## config.mk

```make
export PLATFORM = sky130hd
export DESIGN_NAME = vram_dma_write_ctrl
export DESIGN_NICKNAME = d
export VERILOG_FILES = /design/src/rtl/vram_dma_write_ctrl.sv
export SDC_FILE = /design/constraint.sdc
export NUM_CORES = 1
export LEC_CHECK = 0
export BUFFER_PORTS_ARGS = -buffer_cell sky130_fd_sc_hd__buf_4
export CAP_MARGIN = 5
export CORE_AREA = 2 2 235 237
export CTS_CLUSTER_SIZE = 20
export DETAILED_ROUTE_END_ITERATION = 10
export DIE_AREA = 0 0 237 239
export GPL_ROUTABILITY_DRIVEN = 0
export HOLD_SLACK_MARGIN = 0.06
export PLACE_DENSITY_LB_ADDON = 0.25
export SYNTH_ARGS = -nofsm -noshare
export SYNTH_HDL_FRONTEND = slang
export SYNTH_SLANG_ARGS = --single-unit
```

## constraint.sdc

```tcl
create_clock -name clk -period 9.2 [get_ports clk]
set_input_delay 1.38 -clock clk [delete_from_list [all_inputs] [get_ports clk]]
set_output_delay 1.38 -clock clk [all_outputs]
set_load 0.005 [all_outputs]
```

## src/rtl/vram_dma_write_ctrl.sv

```systemverilog
// Burst write sequencer for the CPU-facing VRAM: two 128-bit words per beat, yields to the sync engine.
// Optional stall statistics counter is built when VRAM_DMA_STATS_EN is defined.
module vram_dma_write_ctrl #(
  parameter int ADDR_W    = 12,
  parameter int LEN_W     = 13,
  parameter int TIL_WORDS = 2048,
  parameter int PAT_WORDS = 2048,
  parameter int PAL_WORDS = 64,
  parameter int SPR_WORDS = 128
) (
  input  logic              clk,
  input  logic              reset,
  input  logic              cmd_valid,
  output logic              cmd_ready,
  input  logic [1:0]        cmd_ram,
  input  logic [ADDR_W-1:0] cmd_addr,
  input  logic [LEN_W-1:0]  cmd_len,
  input  logic              wr_valid,
  output logic              wr_ready,
  input  logic [255:0]      wr_data,
  output logic [3:0]        ram_sel,
  output logic [ADDR_W-1:0] addr_a,
  output logic [ADDR_W-1:0] addr_b,
  output logic [127:0]      wrdata_a,
  output logic [127:0]      wrdata_b,
  output logic              wren_a,
  output logic              wren_b,
  input  logic              sync_req,
  output logic              sync_gnt,
  output logic              busy,
  output logic              done,
  output logic              cmd_err,
  output logic [31:0]       stall_cycles
);

  typedef enum logic {IDLE, WRITE} state_t;

  state_t            state;
  logic [ADDR_W-1:0] cur;
  logic [LEN_W-1:0]  rem;
  logic [LEN_W:0]    cmd_end;
  logic [LEN_W:0]    depth;
  logic              cmd_fire;
  logic              wr_fire;

  // End address is computed one bit wider so an overflowing burst is still caught
  assign cmd_end = {{(LEN_W+1-ADDR_W){1'b0}}, cmd_addr} + {1'b0, cmd_len};

  always_comb begin
    depth = '0;
    case (cmd_ram)
      2'd0:    depth = (LEN_W+1)'(TIL_WORDS);
      2'd1:    depth = (LEN_W+1)'(PAT_WORDS);
      2'd2:    depth = (LEN_W+1)'(PAL_WORDS);
      default: depth = (LEN_W+1)'(SPR_WORDS);
    endcase
  end

  assign cmd_ready = (state == IDLE);
  assign busy      = (state == WRITE);
  assign wr_ready  = (state == WRITE) && !sync_req;
  assign cmd_fire  = cmd_valid && cmd_ready;
  assign wr_fire   = wr_valid && wr_ready;

  always_ff @(posedge clk) begin
    if (reset) begin
      state    <= IDLE;
      cur      <= '0;
      rem      <= '0;
      ram_sel  <= '0;
      addr_a   <= '0;
      addr_b   <= '0;
      wrdata_a <= '0;
      wrdata_b <= '0;
      wren_a   <= 1'b0;
      wren_b   <= 1'b0;
      sync_gnt <= 1'b0;
      done     <= 1'b0;
      cmd_err  <= 1'b0;
    end else begin
      wren_a   <= 1'b0;
      wren_b   <= 1'b0;
      done     <= 1'b0;
      cmd_err  <= 1'b0;
      sync_gnt <= sync_req;
      case (state)
        IDLE: begin
          // ram_sel stays valid through the final write cycle, then drops here
          ram_sel <= '0;
          if (cmd_fire) begin
            if (cmd_end > depth) begin
              cmd_err <= 1'b1;
            end else if (cmd_len == '0) begin
              done <= 1'b1;
            end else begin
              state   <= WRITE;
              ram_sel <= 4'b0001 << cmd_ram;
              cur     <= cmd_addr;
              rem     <= cmd_len;
            end
          end
        end
        WRITE: begin
          if (wr_fire) begin
            addr_a   <= cur;
            wrdata_a <= wr_data[127:0];
            wren_a   <= 1'b1;
            // An odd tail only writes port A; the upper half of the beat is dropped
            if (rem >= LEN_W'(2)) begin
              addr_b   <= cur + ADDR_W'(1);
              wrdata_b <= wr_data[255:128];
              wren_b   <= 1'b1;
              cur      <= cur + ADDR_W'(2);
              rem      <= rem - LEN_W'(2);
            end else begin
              rem <= '0;
            end
            if (rem <= LEN_W'(2)) begin
              state <= IDLE;
              done  <= 1'b1;
            end
          end
        end
        default: state <= IDLE;
      endcase
    end
  end

`ifdef VRAM_DMA_STATS_EN
  // Counts cycles a burst is held off by the sync engine; saturating
  always_ff @(posedge clk) begin
    if (reset) begin
      stall_cycles <= '0;
    end else if (cmd_fire) begin
      stall_cycles <= '0;
    end else if ((state == WRITE) && sync_req && (stall_cycles != 32'hFFFF_FFFF)) begin
      stall_cycles <= stall_cycles + 32'd1;
    end
  end
`else
  assign stall_cycles = '0;
`endif

endmodule

```

# ---- Word level (Yosys, flattened, before mapping)
# Index checks and enable logic that the tools add are counted.
dict set report word_totals {
  ff_bits 315
  output_inout_bits 324
}
dict set report classes {
  addsub 4
  order_cmp 3
  n_eq_ne 7
  n_shift 1
  muxes 31
  bitwise 3
  n_reduce_logical 14
}
# op n
set ops {}
lappend ops {{two-way mux 13 bit} 5}
lappend ops {{two-way mux 12 bit} 5}
lappend ops {{case mux 12 bit (2 select lines)} 2}
lappend ops {{case mux 13 bit (2 select lines)} 1}
lappend ops {{adder 12 x 13 -> 14 bit} 1}
lappend ops {{greater-than comparator 14 bit} 1}
lappend ops {{greater-or-equal comparator 13 x 2 -> 1 bit (second input constant)} 1}
lappend ops {{<= comparator 13 x 2 -> 1 bit (second input constant)} 1}
lappend ops {{zero test 13 bit} 1}
lappend ops {{two-way mux 1 bit} 13}
lappend ops {{subtractor 13 x 2 -> 13 bit (second input constant)} 1}
lappend ops {{adder 12 x 1 -> 12 bit (second input constant)} 1}
lappend ops {{adder 12 x 2 -> 12 bit (second input constant)} 1}
lappend ops {{two-way mux 4 bit} 3}
lappend ops {{inequality test 2 x 1 -> 1 bit (second input constant)} 3}
lappend ops {{OR reduction 3 bit} 2}
lappend ops {{AND reduction 5 bit} 1}
lappend ops {{inequality test 2 bit (second input constant)} 2}
lappend ops {{case mux 1 bit (2 select lines)} 2}
lappend ops {{AND reduction 4 bit} 1}
lappend ops {{OR reduction 2 bit} 2}
lappend ops {{<< shifter 1 x 2 -> 4 bit (first input constant)} 1}
lappend ops {{logical AND 1 bit} 3}
lappend ops {{inverter 1 bit} 3}
lappend ops {{6 further kinds} 6}

# ---- Longest topological paths before layout
# Gate-level depths: netlist of run 1.
dict set report logic_depth {
  word_depth 7
  mapped_depth 18
}

# ---- Worst setup path after synthesis of run 1
# Ideal clock, no wire load.
dict set report synth_path {
  path_type {in2reg}
  from {input port cmd_addr[3]}
  to {register rem[6]}
  setup_time_ns 0.122
  t_arrival_ns 4.757
  t_required_ns 9.078
  slack_ns 4.321
  cell_stages 17
  n_path_buf 1
  cell_sequence {ha_1 and2_1 a221oi_2 a21oi_1 o211ai_1 and2_1 xnor2_1 ha_1 inv_1 a221o_1 nor3_1 a32o_1 o21ai_0 or4_1 buf_2 a221o_1 o311a_1}
}
dict set report synth_via {
  elab_chain_cells 4
}
# item line_no
set synth_lines {}
lappend synth_lines {{start, declared} 16} ;# input logic [ADDR_W-1:0] cmd_addr,
lappend synth_lines {{adder 12 x 13 -> 14 bit} 47} ;# assign cmd_end = {{(LEN_W+1-ADDR_W){1'b0}}, cmd_addr} + {1'b0, cmd_len};
lappend synth_lines {{greater-than comparator 14 bit} 91} ;# if (cmd_end > depth) begin
lappend synth_lines {{inequality test 2 bit (no source line)} --}
lappend synth_lines {{AND reduction 4 bit (no source line)} --}
lappend synth_lines {{end signal, assigned} 99} ;# rem <= cmd_len;
lappend synth_lines {{end signal, assigned} 114} ;# rem <= rem - LEN_W'(2);
lappend synth_lines {{end, declared} 40} ;# logic [LEN_W-1:0] rem;
# No other way between the ends.
# A chain may end at the register's enable or synchronous reset.

# ---- Worst setup path after layout of run 1
# Ends and elaborated chain as after synthesis.

==> run_summary.xml, run 1 <==
<?xml version="1.0" encoding="UTF-8"?>
<metrics>
  <group name="timing">
    <metric name="hold_ws" unit="ps">451</metric>
    <metric name="tns" unit="ps">0</metric>
    <metric name="tightestPinTransition" unit="ps">1070</metric>
    <metric name="rsz_0062_raised_after_global_routing" unit="">no</metric>
    <metric name="final.setup.worst_slack" unit="ps">3960</metric>
    <metric name="layout_worst_path_cycle_share" unit="%">57.0</metric>
    <metric name="final_setup_violation_count" unit="">0</metric>
    <metric name="final-max-slew-violation-count" unit="">0</metric>
    <metric name="report.final.hold_viol_count" unit="">0</metric>
    <metric name="period_minus_slack" unit="ps">5240</metric>
    <metric name="max_slew_margin" unit="%">28.6</metric>
    <metric name="clock-skew-final" unit="ps">11.5</metric>
    <metric name="max_freq" unit="MHz">191</metric>
  </group>
  <group name="clock_network">
    <metric name="cts_max_path_buffers" unit="">3</metric>
    <metric name="worst_skew_pair.late_latency" unit="ps">540</metric>
    <metric name="cts_post_setup_buffers_inserted" unit="">0</metric>
    <metric name="cts_htree_levels" unit="">2</metric>
    <metric name="cts_hold_repair.buffers" unit="">0</metric>
    <metric name="clock-sinks" unit="">315</metric>
    <metric name="cts-buffers-inserted" unit="">37</metric>
    <metric name="post_cts.resized_instances" unit="">0</metric>
    <metric name="cts_tree" unit="">yes</metric>
    <metric name="cts.reportedPaths.clkPinSlew" unit="ps">60</metric>
    <metric name="cts_root_buffer_type" unit="">clkbuf_16</metric>
  </group>
  <group name="floorplan">
    <metric name="fp.coreArea" unit="um2">54300</metric>
    <metric name="initial_util" unit="%">22.9</metric>
    <metric name="boundaryPins" unit="">612</metric>
    <metric name="fp.dieW" unit="um">237</metric>
    <metric name="fp-row-count" unit="">86</metric>
    <metric name="fp.dieArea" unit="um2">56600</metric>
    <metric name="die-height" unit="um">239</metric>
  </group>
  <group name="run_status">
    <metric name="result_of_the_run" unit="">finished, final reports clean</metric>
  </group>
  <group name="pwr">
    <metric name="clock_power_share" unit="%">46.0</metric>
    <metric name="p_leak" unit="nW">7.55</metric>
    <metric name="worst_supply_voltage_drop_on_vdd" unit="uV">130</metric>
    <metric name="pwr-share-comb" unit="%">11.5</metric>
    <metric name="power.total" unit="mW">3.35</metric>
    <metric name="power.share.switching" unit="%">24.5</metric>
    <metric name="cellPowerDensity" unit="nW/um2">181</metric>
    <metric name="power.sequential.fraction" unit="%">42.4</metric>
    <metric name="net_load_switching_power" unit="mW">0.823</metric>
    <metric name="internal" unit="mW">2.53</metric>
  </group>
  <group name="yosys">
    <metric name="netlist.top_cell.by_area" unit="">dfxtp_1</metric>
    <metric name="synth_cell_type_count" unit="">53</metric>
    <metric name="syn-cell-area" unit="um2">12400</metric>
    <metric name="ys_seq_elements" unit="">315</metric>
    <metric name="yosysWarnings" unit="">0</metric>
    <metric name="synthTopCellsByArea" unit="">dfxtp_1, nand2_1, a21oi_1, clkbuf_1, buf_4</metric>
    <metric name="share_of_yosys_cell_area_claimed_by_the_top_area_cell_type" unit="%">50.7</metric>
    <metric name="post_synth_inst_count" unit="">1607</metric>
    <metric name="ys_seq_area_share" unit="%">50.7</metric>
    <metric name="syn-mean-instance-area" unit="um2">7.75</metric>
    <metric name="async_flop_share" unit="%">0</metric>
    <metric name="synth-edff-count" unit="">0</metric>
    <metric name="synth_ff_type" unit="">dfxtp_1</metric>
  </group>
  <group name="grt">
    <metric name="grt_antenna_before_repair" unit="">2</metric>
    <metric name="first_pass_grt_wire_length" unit="mm">71.4</metric>
    <metric name="grt_start_max_net_pins" unit="">219</metric>
    <metric name="gr-total-overflow" unit="">0</metric>
    <metric name="all_layer_global_routing_usage" unit="%">16.0</metric>
    <metric name="number_of_global_route_vias_before_repair" unit="">12200</metric>
  </group>
  <group name="final_layout">
    <metric name="area.growth.synth_to_final" unit="%">48.5</metric>
    <metric name="finalNetCount" unit="">2425</metric>
    <metric name="nFillCells" unit="">5801</metric>
    <metric name="post_route_cells_drive_above_1_share" unit="%">30.5</metric>
  </group>
  <group name="detailed_routing">
    <metric name="ant_nets" unit="">0</metric>
    <metric name="drtPass1Iterations" unit="">5</metric>
    <metric name="drt-wirelength-per-cell" unit="um">16.9</metric>
    <metric name="drcViolationCount" unit="">0</metric>
    <metric name="vias" unit="">12700</metric>
    <metric name="detail_route.vias_per_cell" unit="">4.45</metric>
    <metric name="drt_wl_total" unit="mm">48.3</metric>
    <metric name="detail_route.iter0.violations" unit="">631</metric>
  </group>
  <group name="setup_path">
    <metric name="ff2ff_path_depth" unit="">10</metric>
    <metric name="reg2reg_to" unit="">cur[7]</metric>
    <metric name="timing.rr.start" unit="">busy</metric>
    <metric name="kind_of_end_point_of_the_critical_path" unit="">flop</metric>
    <metric name="max_stage_delay" unit="ps">830</metric>
    <metric name="timing_worst_setup_path_type" unit="">primary input to flop</metric>
    <metric name="crit_fanout" unit="">19</metric>
    <metric name="cp_slowest_cell" unit="">or4_1</metric>
    <metric name="cp_data_required_time" unit="ps">9630</metric>
    <metric name="path_cells" unit="">buf_4 -&gt; ha_1 -&gt; and2_1 -&gt; a221oi_2 -&gt; a21oi_1 -&gt; o211ai_1 -&gt; and2_1 -&gt; xnor2_1 -&gt; ha_1 -&gt; inv_1 -&gt; a221o_1 -&gt; nor3_1 -&gt; a32o_1 -&gt; o21ai_0 -&gt; or4_1 -&gt; a221o_1 -&gt; o311a_1</metric>
    <metric name="critical_path_arrival" unit="ps">5670</metric>
    <metric name="reg2reg_setup_slack" unit="ps">5360</metric>
    <metric name="crit_path_start_kind" unit="">primary input</metric>
  </group>
  <group name="worst_hold_path">
    <metric name="min-delay-start" unit="">wrdata_a[15]</metric>
    <metric name="hold_path_end" unit="">wrdata_a[15]</metric>
    <metric name="worst_hold_path_type" unit="">flop to flop</metric>
    <metric name="whs_path_depth" unit="">2</metric>
  </group>
  <group name="place">
    <metric name="place.port_buffers" unit="">579</metric>
    <metric name="place_ws" unit="ps">3490</metric>
    <metric name="detailedPlacementHpwl" unit="mm">34.6</metric>
  </group>
  <group name="run">
    <metric name="maxCapViolCount" unit="">0</metric>
  </group>
</metrics>
metal layers:
metal / up-vias / global-route usage [%] / routed length (um)
li1: 6281 / - / -
met1: 5830 / 18.8 / 19200
met2: 492 / 27.3 / 23500
met3: 81 / 5.14 / 4050
met4: 2 / 5.75 / 1470
met5: - / 0 / 13
how the worst max path moves through the flow:
stage / startpoint / to / slack (ps) / cells past startpoint
4_1_cts: cmd_addr[3] / rem[6] / 4080 / 17
2_1_floorplan: cmd_addr[3] / rem[6] / 4320 / 17
3_5_place_dp: cmd_addr[3] / rem[6] / 3490 / 17
3_3_place_gp: cmd_addr[3] / rem[6] / 3560 / 17
6_report: cmd_addr[3] / rem[6] / 3960 / 17
5_1_grt: cmd_addr[3] / ram_sel[0] / 3680 / 17
synthesized netlist by cell type (all sizes together), types with 2 or more instances:
cell    number
dfxtp      315
a21o         5
and2         6
o211ai       5
o41ai        3
a21oi      307
nor2        38
xnor2       13
nor3        17
o31ai        4
ha          18
a211oi      12
nand2      584
o311a        3
inv         12
o21a         5
xor2         7
and3         5
nand2b       2
or4          4
nor2b        5
nor4         5
a31oi        9
buf         50
nand4        5
mux2i        6
o311ai       2
or3          2
o32ai        3
clkbuf      97
o21ai       17
nand3       23
a221o        2
a221oi       2
a22oi        2
cell type report:
type	count	area (um2)	share of cell area [%]
repair buffers	588	4430	24.0
well taps	704	881	4.76
clock inverters	8	144	0.778
clock buffers	58	1130	6.10
multi-input cells	1163	5540	30.0
flip-flops and latches	315	6310	34.1
inverters	13	48.8	0.264
diodes	1	2.50	0.0135
state kept, by name (all words and copies together) (netlist names):
| register | cells |
|---|---|
| addr_a | 12 |
| addr_b | 12 |
| busy | 1 |
| cmd_err | 1 |
| cur | 12 |
| done | 1 |
| ram_sel | 4 |
| rem | 13 |
| sync_gnt | 1 |
| wrdata_a | 128 |
| wrdata_b | 128 |
| wren_a | 1 |
| wren_b | 1 |
cell usage in the layout (no fill, tap or decap), types with 5 or more instances in the layout:
master | Yosys | layout
o21ai_0 | 15 | 15
and2_1 | 6 | 5
o21a_1 | 5 | 5
conb_1 | 1 | 32
buf_4 | 33 | 586
clkbuf_16 | 0 | 39
nand2_1 | 584 | 582
nor2_1 | 38 | 37
o211ai_1 | 5 | 5
and3_1 | 5 | 5
xnor2_1 | 13 | 13
mux2i_1 | 6 | 6
ha_1 | 18 | 18
nand3_1 | 23 | 23
nor2b_1 | 5 | 5
a21o_1 | 5 | 5
clkbuf_1 | 97 | 11
inv_1 | 12 | 12
a211oi_1 | 12 | 12
a31oi_1 | 9 | 9
a21oi_1 | 305 | 305
clkbuf_8 | 0 | 8
nor3_1 | 17 | 17
nand4_1 | 5 | 5
xor2_1 | 7 | 7
dfxtp_1 | 315 | 315
power by group through the flow:
| stage | combinational (mW) | sequential, mW | clock (mW) |
|---|---|---|---|
| 4_1_cts | 0.389 | 1.42 | 1.60 |
| 5_1_grt | 0.424 | 1.43 | 1.66 |
| 2_1_floorplan | 0.204 | 1.44 | 0 |
| 3_5_place_dp | 0.388 | 1.45 | 0 |
| 6_report | 0.387 | 1.42 | 1.54 |
| 3_3_place_gp | 0.385 | 1.45 | 0 |
critical path, delay by kind of cell:
kind            cells  cell delay, ps
buf+inv             2             170
fa+ha+maj           2             670
compound gates      8            1930
xor+xnor            1              70
simple gates        4            1420
metrics by stage:
stage               area, um2  utilization (%)  cells
floorplan               12600                -   1638
global placement        17200             31.7   2783
detailed placement      17200             31.7   2783
CTS                     18500             34.0   2849
global route            18500             34.0   2849
finish                  18500             34.0   2850
kinds of logic after synthesis:
kind of cell,Yosys count,synth area share [%]
buffers and inverters,160,5.98
adders and majority gates,19,1.97
other,1,0.0301
DFF,315,50.7
and+or+nand+nor,701,22.4
muxes,7,0.573
xor gates and xnor gates,20,1.41
AOI/OAI and AO/OA,384,16.9
No activity file was read; power rests on OpenSTA's default activity.
==> run 2, diff against run 1 <==
clock period = 4.4 ns   (was 9.2 ns; I/O delays follow)
==> run 2 against run 1 <==
Against the previous run: critical endpoint is now rem[12]; via count grew 1.2%; sequential power increased by 110%; largest cell class unchanged; sequential cell count unchanged.
==> run_summary.xml, run 2 (synthesis gave the netlist of run 1 again) <==
<?xml version="1.0" encoding="UTF-8"?>
<metrics>
  <group name="timing">
    <metric name="layout_worst_path_cycle_share" unit="%">92.8</metric>
    <metric name="tns" unit="ps">0</metric>
    <metric name="clock-skew-final" unit="ps">13.7</metric>
    <metric name="final-max-slew-violation-count" unit="">0</metric>
    <metric name="max_slew_margin" unit="%">40.4</metric>
    <metric name="tightestPinTransition" unit="ps">887</metric>
    <metric name="final_setup_violation_count" unit="">0</metric>
    <metric name="hold_ws" unit="ps">343</metric>
    <metric name="rsz_0062_raised_after_global_routing" unit="">no</metric>
    <metric name="period_minus_slack" unit="ps">4080</metric>
    <metric name="max_freq" unit="MHz">245</metric>
    <metric name="report.final.hold_viol_count" unit="">0</metric>
  </group>
  <group name="floorplan">
    <metric name="die-height" unit="um">239</metric>
    <metric name="fp.dieW" unit="um">237</metric>
    <metric name="fp.dieArea" unit="um2">56600</metric>
    <metric name="fp.coreArea" unit="um2">54300</metric>
    <metric name="fp-row-count" unit="">86</metric>
    <metric name="boundaryPins" unit="">612</metric>
    <metric name="initial_util" unit="%">22.9</metric>
  </group>
  <group name="setup_path">
    <metric name="ff2ff_path_depth" unit="">7</metric>
    <metric name="timing_worst_setup_path_type" unit="">primary input to flop</metric>
    <metric name="cp_data_required_time" unit="ps">4850</metric>
    <metric name="crit_fanout" unit="">5</metric>
    <metric name="reg2reg_setup_slack" unit="ps">1250</metric>
    <metric name="crit_path_start_kind" unit="">primary input</metric>
    <metric name="critical_path_arrival" unit="ps">4530</metric>
    <metric name="timing.rr.start" unit="">rem[8]</metric>
    <metric name="reg2reg_to" unit="">wrdata_b[23]</metric>
    <metric name="kind_of_end_point_of_the_critical_path" unit="">flop</metric>
  </group>
  <group name="clock_network">
    <metric name="clock-sinks" unit="">315</metric>
    <metric name="cts_root_buffer_type" unit="">clkbuf_16</metric>
    <metric name="cts.reportedPaths.clkPinSlew" unit="ps">60</metric>
    <metric name="cts-buffers-inserted" unit="">39</metric>
    <metric name="cts_max_path_buffers" unit="">3</metric>
    <metric name="cts_tree" unit="">yes</metric>
    <metric name="worst_skew_pair.late_latency" unit="ps">540</metric>
    <metric name="post_cts.resized_instances" unit="">0</metric>
    <metric name="cts_hold_repair.buffers" unit="">0</metric>
    <metric name="cts_post_setup_buffers_inserted" unit="">0</metric>
    <metric name="cts_htree_levels" unit="">2</metric>
  </group>
  <group name="place">
    <metric name="place.port_buffers" unit="">579</metric>
    <metric name="detailedPlacementHpwl" unit="mm">34.8</metric>
    <metric name="dpl_cell_area" unit="um2">17400</metric>
  </group>
  <group name="grt">
    <metric name="first_pass_grt_wire_length" unit="mm">70.8</metric>
    <metric name="grt_antenna_before_repair" unit="">2</metric>
    <metric name="number_of_global_route_vias_before_repair" unit="">12300</metric>
    <metric name="grt_start_max_net_pins" unit="">128</metric>
    <metric name="gr-total-overflow" unit="">0</metric>
    <metric name="all_layer_global_routing_usage" unit="%">15.9</metric>
  </group>
  <group name="pwr">
    <metric name="cellPowerDensity" unit="nW/um2">372</metric>
    <metric name="p_leak" unit="nW">7.67</metric>
    <metric name="net_load_switching_power" unit="mW">1.76</metric>
    <metric name="clock_power_share" unit="%">45.1</metric>
    <metric name="worst_supply_voltage_drop_on_vdd" unit="uV">349</metric>
    <metric name="internal" unit="mW">5.19</metric>
    <metric name="power.share.switching" unit="%">25.3</metric>
    <metric name="power.sequential.fraction" unit="%">42.8</metric>
    <metric name="pwr-share-comb" unit="%">12.1</metric>
    <metric name="power.total" unit="mW">6.95</metric>
  </group>
  <group name="detailed_routing">
    <metric name="vias" unit="">12800</metric>
    <metric name="detail_route.iter0.violations" unit="">599</metric>
    <metric name="drcViolationCount" unit="">0</metric>
    <metric name="drt-wirelength-per-cell" unit="um">16.7</metric>
    <metric name="detail_route.vias_per_cell" unit="">4.47</metric>
    <metric name="drt_wl_total" unit="mm">48.1</metric>
    <metric name="drtPass1Iterations" unit="">6</metric>
    <metric name="ant_nets" unit="">0</metric>
  </group>
  <group name="worst_hold_path">
    <metric name="min-delay-start" unit="">sync_req</metric>
    <metric name="worst_hold_path_type" unit="">primary input to flop</metric>
    <metric name="whs_path_depth" unit="">2</metric>
    <metric name="hold_path_end" unit="">sync_gnt</metric>
  </group>
  <group name="final_layout">
    <metric name="postLayoutCellArea" unit="um2">18700</metric>
    <metric name="finish.utilization" unit="%">34.4</metric>
    <metric name="area.growth.synth_to_final" unit="%">50.2</metric>
    <metric name="most-common-layout-cells" unit="">buf_4, nand2_1, dfxtp_1</metric>
    <metric name="layout.cells.most_common" unit="">buf_4</metric>
    <metric name="reg.largest.list" unit="">wrdata_a: 128 flops, wrdata_b: 128 flops, rem: 13 flops</metric>
    <metric name="nFillCells" unit="">5822</metric>
    <metric name="post_route_cells_drive_above_1_share" unit="%">31.6</metric>
    <metric name="finalNetCount" unit="">2448</metric>
  </group>
  <group name="run">
    <metric name="maxCapViolCount" unit="">0</metric>
  </group>
  <group name="run_status">
    <metric name="result_of_the_run" unit="">finished, final reports clean</metric>
  </group>
</metrics>
-- run 2: cell count changes in the layout (fill, tap and decap cells not counted), moves of 2 or more --
cell,before,now
buf_12,1,6
buf_4,586,602
bufinv_16,4,1
clkbuf_1,11,4
clkbuf_16,39,41
clkinv_2,3,11
clkinvlp_4,0,3
-- run 2: worst max-delay path by stage --
stage                start  endpoint  slack (ps)  depth (start not counted)
4_1_cts        cmd_addr[3]    rem[4]         400                         17
3_3_place_gp   cmd_addr[3]   rem[12]         -70                         17
2_1_floorplan  cmd_addr[3]    rem[6]         240                         17
6_report       cmd_addr[3]   rem[12]         320                         17
5_1_grt        cmd_addr[3]    rem[4]         110                         18
3_5_place_dp   cmd_addr[3]    rem[4]        -190                         17
-- run 2: layer usage --
metal / vias up / track usage (%) / wire, um
met5: - / 0 / 7
met4: 2 / 6.77 / 1660
met3: 98 / 5.39 / 4240
met2: 496 / 26.8 / 23300
met1: 5913 / 18.3 / 18900
li1: 6335 / - / -
-- run 2: power by group through the flow --
stage,Combinational (mW),Sequential (mW),Clock (mW)
after floorplan,0.426,3.02,0
after global placement,0.840,3.03,0
after detailed placement,0.842,3.04,0
after CTS,0.845,2.97,3.26
after global routing,0.923,2.98,3.35
final,0.845,2.98,3.13
-- run 2: per-stage QoR --
step | std cells | setup slack [ps]
finish | 2873 | 317
global route | 2872 | 112
CTS | 2872 | 395
detailed placement | 2804 | -192
global placement | 2804 | -72.1
floorplan | 1638 | 241
-- run 2: area by class of cell --
| type | count | area (um2) | share of cell area [%] |
|---|---|---|---|
| Inverter | 13 | 48.8 | 0.261 |
| Sequential cell | 315 | 6310 | 33.7 |
| Antenna cell | 1 | 2.50 | 0.0134 |
| Multi-Input combinational cell | 1163 | 5540 | 29.7 |
| Timing Repair Buffer | 609 | 4650 | 24.9 |
| Clock inverter | 16 | 116 | 0.623 |
| Clock buffer | 52 | 1140 | 6.09 |
| Tap cell | 704 | 881 | 4.71 |
-- run 2: worst max-delay path: stages --
cell,delay (ps)
buf_4,120
ha_1,300
and2_1,190
a221oi_2,280
a21oi_1,130
o211ai_1,250
and2_1,200
xnor2_1,80
ha_1,300
inv_1,40
a221o_1,320
nor3_1,210
a32o_1,220
or4b_2,610
nor2_1,180
nor2_1,140
o32ai_1,290
==> run 3, diff against run 2 <==
CELL_PAD_IN_SITES_DETAIL_PLACEMENT = 1   (was not set)
CELL_PAD_IN_SITES_GLOBAL_PLACEMENT = 1   (was not set)
CORE_AREA = 2 2 237 239   (was 2 2 235 237)
DIE_AREA = 0 0 239 241   (was 0 0 237 239)
==> run 3 against run 2 <==
Against the previous run: total power increased by 1.8%; largest power group unchanged; largest cell class unchanged; sequential power about the same; worst hold slack improved by 11 ps; critical path type unchanged; die area increased by 1.7%; critical path depth unchanged; clock power increased by 3%; sequential share of layout area about the same; count of clock-buffer cells in the layout increased by 6.
==> run_summary.xml, run 3 (synthesis gave the netlist of run 1 again) <==
<?xml version="1.0" encoding="UTF-8"?>
<metrics>
  <group name="detailed_routing">
    <metric name="vias" unit="">12900</metric>
    <metric name="drt_wl_total" unit="mm">52.9</metric>
    <metric name="ant_nets" unit="">0</metric>
    <metric name="drcViolationCount" unit="">0</metric>
    <metric name="detail_route.vias_per_cell" unit="">4.51</metric>
    <metric name="drt-wirelength-per-cell" unit="um">18.4</metric>
    <metric name="drtPass1Iterations" unit="">4</metric>
    <metric name="detail_route.iter0.violations" unit="">543</metric>
  </group>
  <group name="grt">
    <metric name="grt_antenna_before_repair" unit="">0</metric>
    <metric name="grt_start_max_net_pins" unit="">151</metric>
    <metric name="gr-total-overflow" unit="">0</metric>
    <metric name="first_pass_grt_wire_length" unit="mm">77.3</metric>
    <metric name="all_layer_global_routing_usage" unit="%">17.2</metric>
    <metric name="number_of_global_route_vias_before_repair" unit="">13000</metric>
  </group>
  <group name="final_layout">
    <metric name="nFillCells" unit="">6672</metric>
    <metric name="antenna_cells_inserted" unit="">0</metric>
    <metric name="most-common-layout-cells" unit="">buf_4, nand2_1, dfxtp_1</metric>
    <metric name="finalNetCount" unit="">2449</metric>
    <metric name="reg.largest.list" unit="">wrdata_a: 128 flops, wrdata_b: 128 flops, rem: 13 flops</metric>
    <metric name="area.growth.synth_to_final" unit="%">50.2</metric>
    <metric name="post_route_cells_drive_above_1_share" unit="%">31.3</metric>
    <metric name="layout.cells.most_common" unit="">buf_4</metric>
    <metric name="multi_input_area" unit="um2">5540</metric>
    <metric name="ff_latch_area" unit="um2">6310</metric>
  </group>
  <group name="clock_network">
    <metric name="cts_hold_repair.buffers" unit="">0</metric>
    <metric name="clock-sinks" unit="">315</metric>
    <metric name="cts_max_path_buffers" unit="">3</metric>
    <metric name="cts_htree_levels" unit="">2</metric>
    <metric name="worst_skew_pair.late_latency" unit="ps">550</metric>
    <metric name="cts_root_buffer_type" unit="">clkbuf_16</metric>
    <metric name="cts_post_setup_buffers_inserted" unit="">0</metric>
    <metric name="cts-buffers-inserted" unit="">39</metric>
    <metric name="cts_tree" unit="">yes</metric>
    <metric name="post_cts.resized_instances" unit="">0</metric>
    <metric name="cts.reportedPaths.clkPinSlew" unit="ps">60</metric>
  </group>
  <group name="setup_path">
    <metric name="ff2ff_path_depth" unit="">9</metric>
    <metric name="reg2reg_setup_slack" unit="ps">1210</metric>
    <metric name="critical_path_arrival" unit="ps">4650</metric>
    <metric name="crit_fanout" unit="">5</metric>
    <metric name="cp-endpoint" unit="">rem[4]</metric>
    <metric name="reg2reg_to" unit="">wrdata_b[0]</metric>
    <metric name="timing.rr.start" unit="">busy</metric>
    <metric name="timing_worst_setup_path_type" unit="">primary input to flop</metric>
    <metric name="startpoint" unit="">cmd_addr[3]</metric>
    <metric name="kind_of_end_point_of_the_critical_path" unit="">flop</metric>
    <metric name="crit_path_start_kind" unit="">primary input</metric>
    <metric name="cp_data_required_time" unit="ps">4840</metric>
  </group>
  <group name="worst_hold_path">
    <metric name="worst_hold_path_type" unit="">primary input to flop</metric>
    <metric name="whs_path_depth" unit="">3</metric>
  </group>
  <group name="place">
    <metric name="detailedPlacementHpwl" unit="mm">38.4</metric>
    <metric name="place.port_buffers" unit="">579</metric>
    <metric name="place_ws" unit="ps">-302</metric>
  </group>
  <group name="pwr">
    <metric name="worst_supply_voltage_drop_on_vdd" unit="uV">276</metric>
    <metric name="p_leak" unit="nW">7.67</metric>
    <metric name="cellPowerDensity" unit="nW/um2">379</metric>
  </group>
  <group name="timing">
    <metric name="period_minus_slack" unit="ps">4210</metric>
    <metric name="tns" unit="ps">0</metric>
    <metric name="max_slew_margin" unit="%">32.7</metric>
    <metric name="tightestPinTransition" unit="ps">1010</metric>
    <metric name="report.final.hold_viol_count" unit="">0</metric>
    <metric name="clock-skew-final" unit="ps">21.8</metric>
    <metric name="final.setup.worst_slack" unit="ps">192</metric>
    <metric name="layout_worst_path_cycle_share" unit="%">95.6</metric>
    <metric name="final_setup_violation_count" unit="">0</metric>
    <metric name="max_freq" unit="MHz">238</metric>
    <metric name="rsz_0062_raised_after_global_routing" unit="">no</metric>
    <metric name="final-max-slew-violation-count" unit="">0</metric>
  </group>
  <group name="floorplan">
    <metric name="fp.dieArea" unit="um2">57600</metric>
    <metric name="die-height" unit="um">241</metric>
    <metric name="boundaryPins" unit="">612</metric>
    <metric name="initial_util" unit="%">22.7</metric>
    <metric name="fp.coreArea" unit="um2">54900</metric>
    <metric name="fp-row-count" unit="">86</metric>
    <metric name="fp.dieW" unit="um">239</metric>
  </group>
  <group name="run_status">
    <metric name="result_of_the_run" unit="">finished, final reports clean</metric>
  </group>
  <group name="run">
    <metric name="maxCapViolCount" unit="">0</metric>
  </group>
</metrics>
## run 3: worst min path at each step
stage	start	end
after CTS	wr_data[94]	wrdata_a[94]
after detailed placement	addr_a[6]	addr_a[6]
after global placement	wrdata_a[93]	wrdata_a[93]
after global routing	wr_data[102]	wrdata_a[102]
final	wr_data[94]	wrdata_a[94]
after floorplan	rem[12]	rem[12]
## run 3: final cells by class
class,instances,area share [%]
clock inverter,10,0.749
sequential,315,33.7
timing repair buffer,610,24.9
multi-input combinational,1163,29.7
inverter,13,0.261
clock buffer,58,6.04
tap,704,4.71
## run 3: layer usage
layer / vias up / track usage, % / part of all wire, %
met3: 86 / 5.67 / 8.2
met2: 446 / 30.1 / 50
li1: 6320 / - / -
met1: 6096 / 19.8 / 40
met4: 0 / 5.74 / 2.6
met5: - / 0 / 0
## run 3: critical path, stage by stage
cell and delay [ps]:
buf_4 120, ha_1 300, and2_1 190, a221oi_2 280
a21oi_1 160, o211ai_1 270, and2_1 210, xnor2_1 90
ha_1 310, inv_1 50, a221o_1 310, nor3_1 210
a32o_1 240, or4b_2 620, nor2_1 190, nor2_1 140
o32ai_1 310
## run 3: report_power, final
group          switching [mW]  internal (mW)
sequential             0.0574           2.92
clock                    1.29           1.95
combinational           0.454          0.414
## run 3: per-stage QoR
stage	instance area [um2]	hold slack [ps]	util [%]	total power, mW	instances
6_report	18700	353	34.1	7.08	2873
5_1_grt	18700	326	34.1	7.40	2873
4_1_cts	18700	308	34.1	7.20	2873
3_5_place_dp	17400	447	31.8	3.91	2805
3_3_place_gp	17400	442	31.8	3.89	2805
2_1_floorplan	12600	435	-	3.44	1638
